**config.mk**
```make
export PLATFORM = sky130hd
export DESIGN_NAME = vc_pop_arbiter
export DESIGN_NICKNAME = d
export VERILOG_FILES = /design/src/rtl/vc_pop_arbiter_pkg.sv /design/src/rtl/vc_route_stage.sv /design/src/rtl/vc_pop_arbiter.sv
export SDC_FILE = /design/constraint.sdc
export NUM_CORES = 1
export LEC_CHECK = 0
export CORE_MARGIN = 2
export CORE_UTILIZATION = 45
export DETAILED_ROUTE_END_ITERATION = 8
export GPL_ROUTABILITY_DRIVEN = 0
export PLACE_DENSITY = 0.76
export SLEW_MARGIN = 20
export SYNTH_ARGS = -nofsm -noshare
export SYNTH_HDL_FRONTEND = slang
export SYNTH_HIERARCHICAL = 1
export SYNTH_SLANG_ARGS = --single-unit
```
**constraint.sdc**
```tcl
create_clock -name clk -period 2.15 [get_ports clk]
set_clock_uncertainty 0.1 [all_clocks]
set_input_delay 0.43 -clock clk [delete_from_list [all_inputs] [get_ports clk]]
set_output_delay 0.43 -clock clk [all_outputs]
set_load 0.005 [all_outputs]
```
**src/rtl/vc_pop_arbiter_pkg.sv**
```systemverilog
// Shared definitions for the VC0/VC1 pop arbiter: FSM encoding and default word layout.
package vc_pop_arbiter_pkg;

   typedef enum logic [1:0] {
      ST_INIT   = 2'd0,
      ST_IDLE   = 2'd1,
      ST_ACTIVE = 2'd2,
      ST_PAUSE  = 2'd3
   } state_t;

   localparam int DEF_DATA_WIDTH = 6;
   localparam int DEF_DEST_BIT   = 4;
   localparam int DEF_STARVE_MAX = 4;
   localparam int DEF_CNT_WIDTH  = 8;

endpackage

```
**src/rtl/vc_route_stage.sv**
```systemverilog
// Two-stage pop -> push pipeline: remembers which VC was popped, captures its read data
// one cycle later, then pushes the word to D0 or D1 according to its destination bit.
module vc_route_stage
   import vc_pop_arbiter_pkg::*;
#(
   parameter int DATA_WIDTH = DEF_DATA_WIDTH,
   parameter int DEST_BIT   = DEF_DEST_BIT
) (
   input  logic                  clk,
   input  logic                  reset,
   input  logic                  flush,
   input  logic                  pop_vc0,
   input  logic                  pop_vc1,
   input  logic [DATA_WIDTH-1:0] vc0_data,
   input  logic [DATA_WIDTH-1:0] vc1_data,
   output logic                  d0_push,
   output logic                  d1_push,
   output logic [DATA_WIDTH-1:0] d_data,
   output logic                  busy
);

   logic                  s1_valid;
   logic                  s1_src;
   logic                  s2_valid;
   logic [DATA_WIDTH-1:0] s2_data;

   always_ff @(posedge clk) begin
      if (reset || flush) begin
         s1_valid <= 1'b0;
         s1_src   <= 1'b0;
         s2_valid <= 1'b0;
         s2_data  <= '0;
      end else begin
         s1_valid <= pop_vc0 | pop_vc1;
         s1_src   <= pop_vc1;
         s2_valid <= s1_valid;
         if (s1_valid)
            s2_data <= s1_src ? vc1_data : vc0_data;
      end
   end

   // Flush also masks the push of the word sitting in stage 2 during the same cycle.
   assign d0_push = s2_valid && !flush && !s2_data[DEST_BIT];
   assign d1_push = s2_valid && !flush &&  s2_data[DEST_BIT];
   assign d_data  = s2_data;
   assign busy    = s1_valid | s2_valid;

endmodule

```
**src/rtl/vc_pop_arbiter.sv**
```systemverilog
// Read-side engine for the VC0/VC1 FIFOs: strict VC0 priority with a starvation limit,
// back-pressure aware pop issue, destination routing and per-destination delivery counters.
module vc_pop_arbiter
   import vc_pop_arbiter_pkg::*;
#(
   parameter int DATA_WIDTH = DEF_DATA_WIDTH,
   parameter int DEST_BIT   = DEF_DEST_BIT,
   parameter int STARVE_MAX = DEF_STARVE_MAX,
   parameter int CNT_WIDTH  = DEF_CNT_WIDTH
) (
   input  logic                  clk,
   input  logic                  reset,
   input  logic                  init,
   input  logic                  vc0_empty,
   input  logic                  vc1_empty,
   input  logic [DATA_WIDTH-1:0] vc0_data,
   input  logic [DATA_WIDTH-1:0] vc1_data,
   output logic                  vc0_pop,
   output logic                  vc1_pop,
   input  logic                  d0_almost_full,
   input  logic                  d1_almost_full,
   output logic                  d0_push,
   output logic                  d1_push,
   output logic [DATA_WIDTH-1:0] d_data,
   output logic [CNT_WIDTH-1:0]  cnt_d0,
   output logic [CNT_WIDTH-1:0]  cnt_d1,
   output logic                  idle
);

   localparam int            SW         = $clog2(STARVE_MAX + 1);
   localparam logic [SW-1:0] STARVE_LIM = SW'(STARVE_MAX);

   state_t        state;
   state_t        state_nxt;
   logic [SW-1:0] starve_cnt;
   logic          any_af;
   logic          force_vc1;
   logic          in_flight;

   assign any_af    = d0_almost_full | d1_almost_full;
   assign force_vc1 = (starve_cnt == STARVE_LIM) && !vc1_empty;

   always_ff @(posedge clk) begin
      if (reset)
         state <= ST_INIT;
      else
         state <= state_nxt;
   end

   always_comb begin
      state_nxt = state;
      if (!init) begin
         state_nxt = ST_INIT;
      end else begin
         case (state)
            ST_INIT:   state_nxt = ST_IDLE;
            ST_IDLE:   if ((!vc0_empty || !vc1_empty) && !any_af) state_nxt = ST_ACTIVE;
            ST_ACTIVE: begin
               if (any_af)
                  state_nxt = ST_PAUSE;
               else if (vc0_empty && vc1_empty && !in_flight)
                  state_nxt = ST_IDLE;
            end
            ST_PAUSE:  if (!any_af) state_nxt = ST_ACTIVE;
            default:   state_nxt = ST_INIT;
         endcase
      end
   end

   // Back-pressure is checked combinationally so pops stop in the very cycle almost_full rises.
   always_comb begin
      vc0_pop = 1'b0;
      vc1_pop = 1'b0;
      if (state == ST_ACTIVE && init && !any_af) begin
         vc0_pop = !vc0_empty && !force_vc1;
         vc1_pop = !vc1_empty && (vc0_empty || force_vc1);
      end
      idle = (state == ST_IDLE) || (state == ST_INIT && !in_flight);
   end

   always_ff @(posedge clk) begin
      if (reset || !init)
         starve_cnt <= '0;
      else if (vc1_pop || vc1_empty)
         starve_cnt <= '0;
      else if (vc0_pop && starve_cnt != STARVE_LIM)
         starve_cnt <= starve_cnt + SW'(1);
   end

   always_ff @(posedge clk) begin
      if (reset || !init) begin
         cnt_d0 <= '0;
         cnt_d1 <= '0;
      end else begin
         if (d0_push) cnt_d0 <= cnt_d0 + CNT_WIDTH'(1);
         if (d1_push) cnt_d1 <= cnt_d1 + CNT_WIDTH'(1);
      end
   end

   vc_route_stage #(
      .DATA_WIDTH (DATA_WIDTH),
      .DEST_BIT   (DEST_BIT)
   ) u_route (
      .clk      (clk),
      .reset    (reset),
      .flush    (!init),
      .pop_vc0  (vc0_pop),
      .pop_vc1  (vc1_pop),
      .vc0_data (vc0_data),
      .vc1_data (vc1_data),
      .d0_push  (d0_push),
      .d1_push  (d1_push),
      .d_data   (d_data),
      .busy     (in_flight)
   );

endmodule

```
; ---- Word-level counts from Yosys, hierarchy flattened
; Cells that the tools add are included.
; W data, S select, Z words.
[classes]
n_eq_ne = 8
bitwise_logic = 4
n_addsub = 3
mux = 8
reduce_logical = 29
[op_table]
columns = cell, count
row1 = $add A8 B1 Y8 const B, 2
row2 = $logic_and A1 B1 Y1, 13
row3 = $mux W2, 4
row4 = $pmux W2 S4, 1
row5 = $logic_not A1 Y1, 7
row6 = $mux W6, 1
row7 = $ne A3 B3 Y1 const B, 2
row8 = $logic_or A1 B1 Y1, 5
row9 = $eq A2 B2 Y1 const B, 2
row10 = $ne A2 B2 Y1 const B, 2
row11 = $reduce_or A2 Y1, 2
row12 = $add A3 B1 Y3 const B, 1
row13 = $eq A3 B3 Y1 const B, 1
row14 = $or A1 B1 Y1, 3
row15 = $reduce_and A3 Y1, 1
row16 = $eq A2 B1 Y1 const B, 1
row17 = $logic_not A2 Y1, 1
row18 = $mux W1, 2
row19 = $not A1 Y1, 1
[totals]
input_bits = 19
elab_cells = 60
reg_bits = 30
output_inout_bits = 27

; ---- Depth between registers and ports, before layout
; Gate-level depths: netlist of run 1.
[depth]
word_depth = 7
ltp_mapped = 7
depth_no_buf = 7

; ---- Cells and area by module
; The synthesis of run 1 kept the hierarchy.
[modules_own_cells]
columns = module, seq_area_each_um2, area_per_inst_um2, cells_per_inst, instances
row1 = vc_pop_arbiter, 420.4, 982.2, 115, 1
row2 = vc_route_stage, 180.2, 417.9, 39, 1

; ---- Least setup slack after synthesis of run 1
; No wires, ideal clock.
[synth_timing]
path_type = input to register
start = input init
end = register cnt_d0[6]
required_ns = 1.980
path_slack_ns = 0.423
arrival_time_ns = 1.556
path_stages = 6
setup_ns = 0.070
path_cell_list = inv_1 -> nor3b_1 -> buf_2 -> nand4_1 -> or3_1 -> a21oi_1
[synth_between]
elab_chain_cells = 2
word_cells_on_any_way = 4
cone_classes = reduce/logical (4)
[synth_lines]
columns = item, line
row1 = start: declaration, vc_pop_arbiter.sv:13  ; input logic init,
row2 = $logic_and A1 B1 Y1 (2 in series), vc_route_stage.sv:43  ; assign d0_push = s2_valid && !flush && !s2_data[DEST_BIT];
row3 = via d0_push, vc_pop_arbiter.sv:22  ; output logic d0_push,
row4 = end signal: assignment, vc_pop_arbiter.sv:95  ; if (d0_push) cnt_d0 <= cnt_d0 + CNT_WIDTH'(1);
row5 = end: declaration, vc_pop_arbiter.sv:25  ; output logic [CNT_WIDTH-1:0] cnt_d0,
; The timed path passes the listed nets, and every way through them passes these cells.
; A chain may end at the register's enable or synchronous reset.

; ---- Final worst setup path of run 1
[layout_timing]
start = register u_route.s2_data[4], in the netlist u_route/d_data[4]
end = output d0_push
[layout_between]
elab_chain_cells = 2
[layout_lines]
columns = item, line
row1 = start: declaration, vc_route_stage.sv:25  ; logic [DATA_WIDTH-1:0] s2_data;
row2 = start signal: assignment, vc_route_stage.sv:38  ; s2_data <= s1_src ? vc1_data : vc0_data;
row3 = $logic_not A1 Y1, vc_route_stage.sv:43
row4 = $logic_and A1 B1 Y1, vc_route_stage.sv:43
row5 = end: declaration, vc_pop_arbiter.sv:22
; Every way passes these cells.

==> results of run 1 <==
registers in the layout, summed over array words and instances, names as in the netlist:
| register | cells |
|---|---|
| starve_cnt | 3 |
| cnt_d1 | 8 |
| u_route/s1_valid | 1 |
| u_route/s2_valid | 1 |
| cnt_d0 | 8 |
| u_route/s1_src | 1 |
| state | 2 |
| u_route/d_data | 6 |
what timing repair did:
action	in CTS	in global routing
setup buffers	1	0
setup endpoints to repair	4	4
gates resized for setup	12	5
pin swaps	2	0
layout by cell type, fill, tap and decap left out, types with 6 or more instances in the layout:
cell	netlist	final
clkdlybuf4s50_1	0	39
dfxtp_1	30	28
nor2_1	23	23
buf_4	2	16
a21oi_1	13	12
nand2_1	12	12
mux2i_1	8	8
xor2_1	7	7
a211oi_2	6	6
power breakdown:
part | switching, uW | total (uW) | internal [uW]
logic | 32.7 | 74.1 | 41.3
clock network | 185 | 302 | 117
registers | 1.17 | 558 | 556
synth_stat cells:
master	instances
dfxtp_1	30
nor2_1	23
a21oi_1	13
nand2_1	12
mux2i_1	8
xor2_1	7
a211oi_2	6
nand4_1	5
o21ai_0	5
ha_1	4
inv_1	4
nor3_1	4
or3_1	4
or2_2	3
xnor2_1	3
and2_1	2
buf_2	2
buf_4	2
nand3_1	2
or2_1	2
a211oi_1	1
and3_1	1
and3b_2	1
buf_1	1
buf_6	1
clkbuf_1	1
nand2b_1	1
nand3b_1	1
nand4_4	1
nor2_4	1
nor3b_1	1
o41ai_1	1
or4b_1	1
worst max-delay path, stage by stage, from the launching register on:
cell	delay (ps)
dfxtp_1	350
nor3b_1	200
buf_4	140
clkdlybuf4s50_1	490
metrics by stage:
step | hold slack (ps) | worst slack, ps | area [um2] | utilization [%]
floorplan | 345 | 423 | 1400 | -
global placement | 356 | -318 | 1960 | 65.3
detailed placement | 360 | -400 | 1960 | 65.3
CTS | 371 | 14.9 | 2030 | 67.6
global route | 399 | 12.3 | 2030 | 67.8
finish | 364 | 117 | 2030 | 67.8
path summary, 6_finish.rpt:
check	cells past startpoint	startpoint	to
hold / removal	2	starve_cnt[1]	starve_cnt[1]
setup reg to reg	6	u_route/d_data[4]	cnt_d0[6]
setup / recovery	3	u_route/d_data[4]	d0_push
hold reg to reg	2	starve_cnt[1]	starve_cnt[1]
metal layers:
metal  vias to the layer above  share of wire (%)
met5                         -                  0
met4                         0               0.85
met3                         5                7.0
met2                        38                 50
met1                       575                 42
li1                        654                  -
kinds of logic (layout without fill, tap and decap cells):
group / Yosys count / after routing / synth area share [%]
multiplexers: 8 / 8 / 5.72
AO/OA/AOI/OAI: 26 / 26 / 13.0
flip-flops: 30 / 30 / 42.9
AND/OR/NAND/NOR: 65 / 65 / 24.4
buffers and inverters: 11 / 72 / 4.20
XOR/XNOR: 10 / 10 / 6.26
adder cells (fa/ha/maj): 4 / 4 / 3.57
area by class of cell:
| class | count | area [um2] |
|---|---|---|
| clock buffer | 5 | 37.5 |
| clock inverter | 2 | 10.0 |
| fill | 280 | 968 |
| inverter | 4 | 15.0 |
| multi-input combinational | 113 | 761 |
| sequential | 30 | 603 |
| tap | 33 | 41.3 |
| timing repair buffer | 61 | 567 |
==> metrics.csv, run 1 <==
metric,value,unit
arrival,1500,ps
drv_slew,0,
setup_viol_count_final,0,
grt_pass1_wl,5240,um
grt_overflow,0,
root_buffer,clkbuf_4,
num_vias,1272,
cts_tree,yes,
diodes,0,
criticalPathCategory,flop to primary output,
cts.sinks,30,
dp_hpwl,2460,um
viasPerCell,5.13,
clk_latency,320,ps
grt_pass1_vias,1259,
io_pins,46,
totalWireLength,3200,um
setup_tns,0,ps
yosys.area.top_type,dfxtp_1,
yosysTopAreaCellShare,42.9,%
fmax,492,MHz
wire_per_inst,12.9,um
antenna_found_initial,0,
regToRegSetupSlack,540,ps
top_usage_layer,met2,
hold_path_class,flop to flop,
power.leakage,0.000709,uW
yosysSeqAreaShare,42.9,%
drc,0,
netlist_area,1400,um2
dr.first_iter.drc_count,33,
grtUsageTotal,19.4,%
portBuffers,45,
final_hold_viol_count,0,
dr.pass1.iters,4,
layout_min_cycle_time,2030,ps
critPathRequiredTime,1620,ps
initial_core_util,46.6,%
placed_cells,240,
synth-seq-cells,30,
crit_path_start_kind,flop,
rows,20,
worst_pin_slew,360,ps
met2_usage,34.3,%
syn_to_final_growth,45.3,%
drive_gt1_share,19.5,%
ys_warn_count,6,
design.core.area,3000,um2
fin_nets,238,
synthCells,154,
cts_made_buffers,5,
critPathCaptureType,primary output,
total_power,933,uW
htreeDepth,2,
outcome,"finished, final reports clean",
die_x,59.8,um
finalCritPeriodShare,94.6,%
rsz0062_at_grt,false,
grt_max_degree,19,
synth_cell_types,33,
max-slew-margin-rel,76.0,%
instances_no_fill,248,
crit_path_max_fanout,4,
maxCapViolCount,0,
postCtsHoldBufs,0,
die_area,3570,um2
met3_usage,7.79,%
syn_nets,177,
avgSynthCellArea,9.09,um2
met1_usage,21.3,%
postRouteAntennaNets,0,
power_per_cell_area,459,nW/um2
synth_area_leaders,"dfxtp_1 43%, nor2_1 6.2%, mux2i_1 5.7%",
max-vdd-ir-drop,0.439,mV
cts_buffer_depth,2,
fp.dieH,59.8,um
clk_pin_slew,90,ps
Note: power is estimated with default switching activity, not from simulation.
==> inputs of run 2 (changes only) <==
Settings changed: CORE_UTILIZATION 45 to 47, CTS_BUF_LIST set to sky130_fd_sc_hd__clkbuf_4, PLACE_DENSITY 0.76 to 0.79.
==> metrics.csv, run 2 (synthesis results as in run 1) <==
metric,value,unit,change
outcome,"complete, but fails checks",,
violations,design-rule violations,,
internal-power,720,uW,+0.74%
placed_cells,237,,-1.3%
dr.first_iter.drc_count,34,,+3.0%
power.leakage,0.000717,uW,+1.2%
crit_path_max_fanout,3,,-1
switching_share,24.8,%,+1.4 points
final_cell_mix,"40 x clkdlybuf4s50_1, 29 x dfxtp_1, 22 x nor2_1, 16 x buf_4",,
hold_end,starve_cnt[1],,
cts_buffer_depth,2,,unchanged
slowest_delay,460,ps,-30 ps
final_hold_viol_count,0,,unchanged
r2r-end,starve_cnt[2],,
die_area,3430,um2,-4.0%
io_pins,46,,unchanged
grt_pass1_vias,1385,,+10%
p_switching,238,uW,+9.0%
final_common_cell,clkdlybuf4s50_1,,
worst_pin_slew,369,ps,+8.15 ps
dp_hpwl,2530,um,+2.7%
reg2reg_depth,5,,-1
drive_gt1_share,19.9,%,+0.37 points
min_from,starve_cnt[1],,
cts.sinks,30,,unchanged
post-route-util,73.0,%,+5.2 points
totalWireLength,3440,um,+7.7%
wire_per_inst,13.9,um,+8.1%
p_clk_share,33.9,%,+1.6 points
viasPerCell,5.32,,+3.7%
comb_power_share,7.9,%,about the same
syn_to_final_growth,46.2,%,
timing.rr.start,state[0],,
clk_pin_slew,100,ps,about the same
power_frac_seq,58.2,%,-1.5 points
clk_latency,330,ps,about the same
place_area,1950,um2,-0.51%
num_vias,1314,,+3.3%
die_x,58.6,um,-2.0%
finalCritPeriodShare,96.8,%,+2.2 points
drv_slew,0,,unchanged
layout_min_cycle_time,2080,ps,+47.2 ps
instances_no_fill,247,,-0.40%
grtUsageTotal,22.0,%,+2.6 points
grt_pass1_wl,5770,um,+10%
grt_overflow,0,,unchanged
holdPathStages,2,,unchanged
max-slew-margin-rel,75.4,%,-0.54 points
htreeDepth,2,,unchanged
postRouteAntennaNets,0,,unchanged
setup_viol_count_final,0,,unchanged
postCtsHoldBufs,0,,unchanged
dr.pass1.iters,6,,+2
fin_nets,238,,unchanged
crit_path_start_kind,input pin,,
cts_tree,yes,,
design_area,2050,um2,+0.61%
grt_max_degree,19,,unchanged
rows,19,,-5.0%
crit_slowest_cell,clkdlybuf4s50_1,,
root_buffer,clkbuf_4,,
diodes,0,,unchanged
power_per_cell_area,468,nW/um2,+2.0%
crit_start,d1_almost_full,,
arrival,1550,ps,+50 ps
path_cells,clkdlybuf4s50_1 -> nor2_4 -> nand4_4 -> nor3_4 -> clkdlybuf4s15_1,,
maxCapViolCount,0,,unchanged
portBuffers,45,,unchanged
hold_path_class,flop to flop,,
max-vdd-ir-drop,0.297,mV,-32%
holdWs,382,ps,+17.9 ps
cts_made_buffers,5,,unchanged
regToRegSetupSlack,480,ps,-60 ps
antenna_found_initial,0,,unchanged
fmax,481,MHz,-2.3%
design.core.area,2810,um2,-6.6%
initial_core_util,49.9,%,+3.3 points
fp.dieH,58.6,um,-2.0%
drc,5,,+5
critPathRequiredTime,1620,ps,about the same
critPathCaptureType,primary output,,
rsz0062_at_grt,false,,
criticalPathCategory,input pin to primary output,,
[run 2: what timing repair did]
item                                    CTS  global route
resized for setup                         8            10
pin swaps                                 1             4
setup buffers                             0             2
endpoints found under the setup margin    4             4
[run 2: final cells by class]
| cell class | count | area [um2] |
|---|---|---|
| Multi-Input combinational cell | 113 | 772 |
| Inverter | 4 | 15.0 |
| Clock inverter | 3 | 16.3 |
| Fill cell | 229 | 758 |
| Clock buffer | 5 | 37.5 |
| Timing Repair Buffer | 61 | 566 |
| Sequential cell | 30 | 602 |
| Tap cell | 31 | 38.8 |
[run 2: layer usage]
layer | vias to the layer above | GRT usage (%) | share of wire [%]
met5 | - | 0 | 0
met4 | 0 | 14.6 | 2.4
met3 | 9 | 6.15 | 7.1
met2 | 42 | 37.2 | 48
met1 | 612 | 24.0 | 43
li1 | 651 | - | -
[run 2: how the worst max path moves through the flow]
stage | endpoint | slack [ps] | cells after the start
after floorplan | cnt_d0[6] | 420 | 6
after global placement | vc0_pop | -310 | 5
after detailed placement | vc0_pop | -380 | 5
after CTS | vc1_pop | -20 | 5
after global routing | d0_push | 8 | 3
final | vc1_pop | 70 | 5
[run 2: through the flow]
step	setup TNS (ps)	setup slack, ps	power [uW]
floorplan	0	423	596
global placement	-1900	-312	642
detailed placement	-2360	-383	646
CTS	-19.7	-19.7	966
global route	0	7.67	1000
finish	0	69.8	958
[run 2: critical path, delay by kind of cell]
family                 cells  cell delay (ps)
buffers and inverters      2              690
AND/OR/NAND/NOR            3              430
[run 2: power by group through the flow]
stage	Sequential, uW	Combinational, uW	Clock, uW
4_1_cts	558	76.4	332
3_5_place_dp	571	75.1	0
3_3_place_gp	570	71.9	0
6_report	558	76.2	325
5_1_grt	558	81.7	361
2_1_floorplan	570	25.5	0
==> inputs of run 3 (changes only) <==
Settings changed: CAP_MARGIN set to 20, SLEW_MARGIN 20 to unset.
==> results of run 3 <==
No change in the layout: final DEF, timing and power equal those of run 2.
